### src/rtl/spi_xip_pkg.sv
// Shared constants for the SPI execute-in-place bridge: spi_top_apb register map,
// the XIP READ control word and the sequencing FSM states.
package spi_xip_pkg;

    localparam logic [31:0] REG_RX0  = 32'h0000_0000;
    localparam logic [31:0] REG_TX1  = 32'h0000_0004;
    localparam logic [31:0] REG_CTRL = 32'h0000_0010;
    localparam logic [31:0] REG_DIV  = 32'h0000_0014;
    localparam logic [31:0] REG_SS   = 32'h0000_0018;

    // ASS | Tx_NEG | GO | CHAR_LEN=64: 8-bit cmd + 24-bit addr out, 32 data bits back
    localparam logic [31:0] CTRL_XIP_READ  = 32'h0000_2540;
    localparam int          GO_BIT         = 8;
    localparam logic [7:0]  FLASH_CMD_READ = 8'h03;

    typedef enum logic [3:0] {
        S_IDLE,
        S_TX1,
        S_DIV,
        S_SS,
        S_CTRL,
        S_POLL,
        S_RX,
        S_SSCLR,
        S_RESP
    } xip_state_e;

    function automatic logic [31:0] bswap32(input logic [31:0] d);
        return {d[7:0], d[15:8], d[23:16], d[31:24]};
    endfunction

endpackage

### src/rtl/spi_xip_apb_master.sv
// Single-transfer APB master. While start_i is held it runs setup then access phases;
// done_o pulses on the completing access cycle, after which the next request starts with setup.
module spi_xip_apb_master (
    input  logic        clock,
    input  logic        reset,
    input  logic        start_i,
    input  logic [31:0] addr_i,
    input  logic [31:0] wdata_i,
    input  logic        write_i,
    output logic [31:0] paddr_o,
    output logic        psel_o,
    output logic        penable_o,
    output logic        pwrite_o,
    output logic [31:0] pwdata_o,
    output logic [3:0]  pstrb_o,
    input  logic        pready_i,
    input  logic [31:0] prdata_i,
    input  logic        pslverr_i,
    output logic        done_o,
    output logic [31:0] rdata_o,
    output logic        err_o
);

    logic access_q, access_d;

    always_comb begin
        access_d = 1'b0;
        if (start_i) begin
            access_d = access_q ? !pready_i : 1'b1;
        end
    end

    always_ff @(posedge clock) begin
        if (reset) begin
            access_q <= 1'b0;
        end else begin
            access_q <= access_d;
        end
    end

    assign psel_o    = start_i;
    assign penable_o = start_i & access_q;
    assign paddr_o   = start_i ? addr_i : '0;
    assign pwrite_o  = start_i & write_i;
    assign pwdata_o  = (start_i & write_i) ? wdata_i : '0;
    assign pstrb_o   = (start_i & write_i) ? 4'hf : 4'h0;
    assign done_o    = start_i & access_q & pready_i;
    assign err_o     = done_o & pslverr_i;
    assign rdata_o   = prdata_i;

endmodule

### src/rtl/spi_xip_ctrl.sv
// XIP bridge: upstream reads in the flash window become one SPI flash READ sequenced through
// spi_top_apb; other accesses pass through. Define SPI_XIP_LINEBUF_EN for a one-word read buffer.
module spi_xip_ctrl
    import spi_xip_pkg::*;
#(
    parameter logic [31:0] flash_addr_start = 32'h3000_0000,
    parameter logic [31:0] flash_addr_end   = 32'h3fff_ffff,
    parameter logic [15:0] spi_div          = 16'h0001,
    parameter logic [7:0]  flash_ss         = 8'h01
) (
    input  logic        clock,
    input  logic        reset,
    input  logic [31:0] in_paddr,
    input  logic        in_psel,
    input  logic        in_penable,
    input  logic        in_pwrite,
    input  logic [31:0] in_pwdata,
    input  logic [3:0]  in_pstrb,
    output logic        in_pready,
    output logic [31:0] in_prdata,
    output logic        in_pslverr,
    output logic [31:0] out_paddr,
    output logic        out_psel,
    output logic        out_penable,
    output logic        out_pwrite,
    output logic [31:0] out_pwdata,
    output logic [3:0]  out_pstrb,
    input  logic        out_pready,
    input  logic [31:0] out_prdata,
    input  logic        out_pslverr
);

    xip_state_e  state_q, state_d;
    logic [21:0] waddr_q, waddr_d;
    logic [31:0] rx_q, rx_d;
    logic        err_q, err_d;

    logic        in_win;
    logic        lb_hit;
    logic [31:0] lb_data;

    logic        m_start, m_write, m_done, m_err;
    logic [31:0] m_addr, m_wdata, m_rdata;
    logic [31:0] m_paddr, m_pwdata;
    logic        m_psel, m_penable, m_pwrite;
    logic [3:0]  m_pstrb;

    assign in_win = (in_paddr >= flash_addr_start) && (in_paddr <= flash_addr_end);

`ifdef SPI_XIP_LINEBUF_EN
    logic        lb_vld_q, lb_vld_d;
    logic [21:0] lb_addr_q, lb_addr_d;
    logic [31:0] lb_data_q, lb_data_d;

    always_comb begin
        lb_vld_d  = lb_vld_q;
        lb_addr_d = lb_addr_q;
        lb_data_d = lb_data_q;
        if (state_q == S_RESP) begin
            if (err_q) begin
                lb_vld_d = 1'b0;
            end else begin
                lb_vld_d  = 1'b1;
                lb_addr_d = waddr_q;
                lb_data_d = rx_q;
            end
        end
        // Rewriting CTRL or SS behind our back may leave the flash in an unknown state
        if (state_q == S_IDLE && in_psel && in_pwrite && !in_win &&
            (in_paddr[7:0] == REG_CTRL[7:0] || in_paddr[7:0] == REG_SS[7:0])) begin
            lb_vld_d = 1'b0;
        end
    end

    always_ff @(posedge clock) begin
        if (reset) begin
            lb_vld_q  <= 1'b0;
            lb_addr_q <= '0;
            lb_data_q <= '0;
        end else begin
            lb_vld_q  <= lb_vld_d;
            lb_addr_q <= lb_addr_d;
            lb_data_q <= lb_data_d;
        end
    end

    assign lb_hit  = lb_vld_q && (lb_addr_q == in_paddr[23:2]);
    assign lb_data = lb_data_q;
`else
    assign lb_hit  = 1'b0;
    assign lb_data = '0;
`endif

    always_comb begin
        state_d = state_q;
        waddr_d = waddr_q;
        rx_d    = rx_q;
        err_d   = err_q;
        m_start = 1'b0;
        m_addr  = '0;
        m_wdata = '0;
        m_write = 1'b0;
        case (state_q)
            S_IDLE: begin
                waddr_d = in_paddr[23:2];
                err_d   = 1'b0;
                if (in_psel && in_win && !in_pwrite) begin
                    if (lb_hit) begin
                        rx_d    = lb_data;
                        state_d = S_RESP;
                    end else begin
                        state_d = S_TX1;
                    end
                end
            end
            S_TX1: begin
                m_start = 1'b1;
                m_addr  = REG_TX1;
                m_wdata = {FLASH_CMD_READ, waddr_q, 2'b00};
                m_write = 1'b1;
                if (m_done) state_d = S_DIV;
            end
            S_DIV: begin
                m_start = 1'b1;
                m_addr  = REG_DIV;
                m_wdata = {16'h0000, spi_div};
                m_write = 1'b1;
                if (m_done) state_d = S_SS;
            end
            S_SS: begin
                m_start = 1'b1;
                m_addr  = REG_SS;
                m_wdata = {24'h00_0000, flash_ss};
                m_write = 1'b1;
                if (m_done) state_d = S_CTRL;
            end
            S_CTRL: begin
                m_start = 1'b1;
                m_addr  = REG_CTRL;
                m_wdata = CTRL_XIP_READ;
                m_write = 1'b1;
                if (m_done) state_d = S_POLL;
            end
            S_POLL: begin
                m_start = 1'b1;
                m_addr  = REG_CTRL;
                if (m_done && !m_rdata[GO_BIT]) state_d = S_RX;
            end
            S_RX: begin
                m_start = 1'b1;
                m_addr  = REG_RX0;
                if (m_done) begin
                    rx_d    = m_rdata;
                    state_d = S_SSCLR;
                end
            end
            S_SSCLR: begin
                m_start = 1'b1;
                m_addr  = REG_SS;
                m_write = 1'b1;
                if (m_done) state_d = S_RESP;
            end
            S_RESP:  state_d = S_IDLE;
            default: state_d = S_IDLE;
        endcase
        // A slave error skips the remaining steps but still releases chip select
        if (m_err) begin
            err_d = 1'b1;
            if (state_q != S_SSCLR) state_d = S_SSCLR;
        end
    end

    always_ff @(posedge clock) begin
        if (reset) begin
            state_q <= S_IDLE;
            waddr_q <= '0;
            rx_q    <= '0;
            err_q   <= 1'b0;
        end else begin
            state_q <= state_d;
            waddr_q <= waddr_d;
            rx_q    <= rx_d;
            err_q   <= err_d;
        end
    end

    spi_xip_apb_master u_mst (
        .clock     (clock),
        .reset     (reset),
        .start_i   (m_start),
        .addr_i    (m_addr),
        .wdata_i   (m_wdata),
        .write_i   (m_write),
        .paddr_o   (m_paddr),
        .psel_o    (m_psel),
        .penable_o (m_penable),
        .pwrite_o  (m_pwrite),
        .pwdata_o  (m_pwdata),
        .pstrb_o   (m_pstrb),
        .pready_i  (out_pready),
        .prdata_i  (out_prdata),
        .pslverr_i (out_pslverr),
        .done_o    (m_done),
        .rdata_o   (m_rdata),
        .err_o     (m_err)
    );

    always_comb begin
        out_paddr   = '0;
        out_psel    = 1'b0;
        out_penable = 1'b0;
        out_pwrite  = 1'b0;
        out_pwdata  = '0;
        out_pstrb   = 4'h0;
        in_pready   = 1'b0;
        in_prdata   = '0;
        in_pslverr  = 1'b0;
        if (reset) begin
            // everything stays 0 while reset is asserted
        end else if (state_q == S_IDLE) begin
            if (in_psel && !in_win) begin
                out_paddr   = in_paddr;
                out_psel    = in_psel;
                out_penable = in_penable;
                out_pwrite  = in_pwrite;
                out_pwdata  = in_pwdata;
                out_pstrb   = in_pstrb;
                in_pready   = out_pready;
                in_prdata   = out_prdata;
                in_pslverr  = out_pslverr;
            end else if (in_psel && in_penable && in_pwrite) begin
                in_pready  = 1'b1;
                in_pslverr = 1'b1;
            end
        end else begin
            out_paddr   = m_paddr;
            out_psel    = m_psel;
            out_penable = m_penable;
            out_pwrite  = m_pwrite;
            out_pwdata  = m_pwdata;
            out_pstrb   = m_pstrb;
            if (state_q == S_RESP) begin
                in_pready  = 1'b1;
                in_pslverr = err_q;
                in_prdata  = err_q ? 32'h0 : bswap32(rx_q);
            end
        end
    end

endmodule

### config.mk
export PLATFORM = sky130hd
export DESIGN_NAME = spi_xip_ctrl
export DESIGN_NICKNAME = d
export VERILOG_FILES = /design/src/rtl/spi_xip_pkg.sv /design/src/rtl/spi_xip_apb_master.sv /design/src/rtl/spi_xip_ctrl.sv
export SDC_FILE = /design/constraint.sdc
export NUM_CORES = 1
export LEC_CHECK = 0
export CAP_MARGIN = 40
export CORE_ASPECT_RATIO = 1.25
export CORE_MARGIN = 8
export CORE_UTILIZATION = 42
export DETAILED_ROUTE_END_ITERATION = 7
export PLACE_DENSITY = 0.9
export SYNTH_ARGS = -nofsm -noshare
export SYNTH_HDL_FRONTEND = slang
export SYNTH_SLANG_ARGS = --single-unit
### constraint.sdc
create_clock -name clock -period 3.23 [get_ports clock]
set_input_delay 0.646 -clock clock [delete_from_list [all_inputs] [get_ports clock]]
set_output_delay 0.646 -clock clock [all_outputs]
set_load 0.01 [all_outputs]
==> metrics.txt <==
startpoint types=input port; maximum VDD drop=0.2688 mV; DR pass1 iterations=6; Distinct cells, synth=46; TritonCTS clock tree=built; max-cap violation count=0; register area=0.001204 sq mm; Seq/Total Area, Yosys=0.3183; Max Slew Vio Count=0; status=complete, no violations; Die W=100.8 um; routed vias=5306; Area after DPL=0.006190 sq mm; synth cell count leaders=a21oi_1, dfxtp_1, clkbuf_1; Max stage delay on crit path=0.56 ns; clk_lat worst skew=0.34 ns; dominant cell by count in the synthesized netlist=a21oi_1; I/O Pins=212; crit path cell chain=clkdlybuf4s50_1, nand4bb_4, buf_6, a21oi_4, nor3_4, buf_4, clkdlybuf4s50_1; Final Cell Area=0.006565 sq mm; Synth Area per Inst=7.188 sq um; via/cell ratio=6.170; Post-synth EDFFs=0; GR Util All Layers=0.2882; top_reg_cell synth=dfxtp_1; total power=2.000 mW; Area growth syn-to-layout=73.97%; Yosys warnings=0; post-DP HPWL=13510 um; # nets final=842; drt first-iter violations=495; Async S/R FF share, synth=0; Synth Instances=525; post-synthesis net count=632; pwr/cell area=304.6 mW/mm^2; Starting Density=0.4337; Crit path required time=2.58 ns; Filler cells=637; post-synth top area cell=dfxtp_1; # port buffers=211; CTS HTree Levels=3; Worst-Margin Slew=0.6622 ns; clock skew=0.005981 ns; Synth top area share=0.3183; Crit Path Max Fanout=11; first-pass GRT wire length=27900 um; combinational share of power=0.236; minimum clock period after layout=3.206 ns; Site Rows=38; Synth area leaders=dfxtp_1, a21oi_1, a21boi_0; WL final=18870 um; die span in y=122.0 um; largest net degree at the start of global routing=75; Reg clk slew, reported paths=0.07 ns; final hold viol count=0; CTS root buf=clkbuf_8; area of the multi-input gates=0.002476 sq mm; post-DR wirelength/cell=21.94 um; layout cell share with drive strength beyond 1=0.1230; Die ar.=0.01229 sq mm; Psw=0.5456 mW; Rel. slew slack=0.5581; routability cong.=0.9866; Peak Freq=311.9 MHz; endpoint class of the critical path=primary output; Clock power frac=0.381; Hold Path Class=reg -> reg; most used cell, CP=clkdlybuf4s50_1; initial antenna violation count=0; CTS sink count=60; setup violators final=0; total grt overflow=0; RSZ-0062 raised after global routing=true; Clock Tree Buf Depth=2; Data arrival, critical path=2.56 ns; Yosys reg bits=60; placed insts=838; Routed Antenna Nets=0; Post-Layout Cell Count=860; drt drc=0; post-synthesis cell area=0.003774 sq mm; Tcrit/Tclk final=0.9925; CTS Buf Count=9; Seq pwr share=0.383; Core Area=0.008701 sq mm; Leakage=2.928 nW; critical path's slowest cell=clkdlybuf4s50_1; diode count=0; Internal=1.454 mW; Post-Route Utilization=0.7545; vias in the first global route=5112; WS Path Type=in -> out; Net Sw Frac=0.2728
[path summary, 6_finish.rpt]
check | startpoint | endpoint | slack, ns | depth (start not counted)
setup / recovery | in_paddr[28] | out_pstrb[1] | 0.02 | 7
hold / removal | waddr_q[20] | waddr_q[20] | 0.46 | 2
setup reg to reg | state_q[2] | rx_q[7] | 1.11 | 5
hold reg to reg | waddr_q[20] | waddr_q[20] | 0.46 | 2
[worst max-delay path, delay by kind of cell]
kind | cells | cell delay, ns
buffers and inverters | 4 | 1.37
AOI/OAI and AO/OA | 1 | 0.28
and+or+nand+nor | 2 | 0.26
[power groups by stage]
stage	registers, mW	logic, mW	clock network [mW]
after global routing	0.766	0.495	0.798
after floorplan	0.778	0.155	0
after CTS	0.765	0.457	0.768
after global placement	0.781	0.462	0
after detailed placement	0.782	0.468	0
final	0.766	0.471	0.763
[metal layers]
metal | track usage | routed length, um
met1 | 0.3377 | 6722
met2 | 0.4755 | 8932
met3 | 0.09418 | 2599
met4 | 0.1109 | 614
met5 | 0 | 0
[stage by stage]
stage	TNS (ns)	worst slack, ns	hold slack (ns)
after detailed placement	-10.98	-0.3392	0.4469
final	0	0.02418	0.4571
after global routing	-0.1271	-0.05482	0.4846
after global placement	-8.417	-0.2934	0.4418
after floorplan	0	0.9509	0.4360
after CTS	-0.1555	-0.04816	0.4565
[layout by cell type, fill, tap and decap left out, types with 27 or more instances in the layout]
cell and n:
clkdlybuf4s50_1 123, a21oi_1 67, dlygate4sd2_1 66, dfxtp_1 58
nand2_1 48, buf_4 46, o21ai_0 37, nand3_1 36
nor3_1 36, and2_1 33, a21boi_0 31, nor4_1 27
[cells by family (layout without fill, tap and decap cells)]
logic type / after synthesis / in the layout / synth area share
simple gates: 229 / 229 / 0.3336
buf+inv: 65 / 280 / 0.06764
compound gates: 168 / 168 / 0.2732
flops: 60 / 60 / 0.3183
mux: 1 / 1 / 0.002653
xor+xnor: 2 / 2 / 0.004643
[final cells by class]
| type | count | area share |
|---|---|---|
| Clock buffer | 9 | 0.01887 |
| Clock inverter | 7 | 0.01544 |
| Inverter | 2 | 0.001144 |
| Multi-Input combinational cell | 400 | 0.3772 |
| Sequential cell | 60 | 0.1833 |
| Tap cell | 120 | 0.02287 |
| Timing Repair Buffer | 262 | 0.3812 |
[repair_timing]
action / in CTS / in global routing
resized for setup: 80 / 32
hold buffers: 0 / 0
setup endpoints to repair: 90 / 29
buffers inserted: 2 / 3
pin swaps: 1 / 4
gates cloned: 1 / 0
hold endpoints to repair: 0 / 0
[state kept, by name, summed over array words and instances (netlist names)]
| register | count |
|---|---|
| rx_q | 32 |
| waddr_q | 22 |
| state_q | 4 |
| err_q | 1 |
| u_mst.access_q | 1 |
No activity file was read; power rests on OpenSTA's default activity.
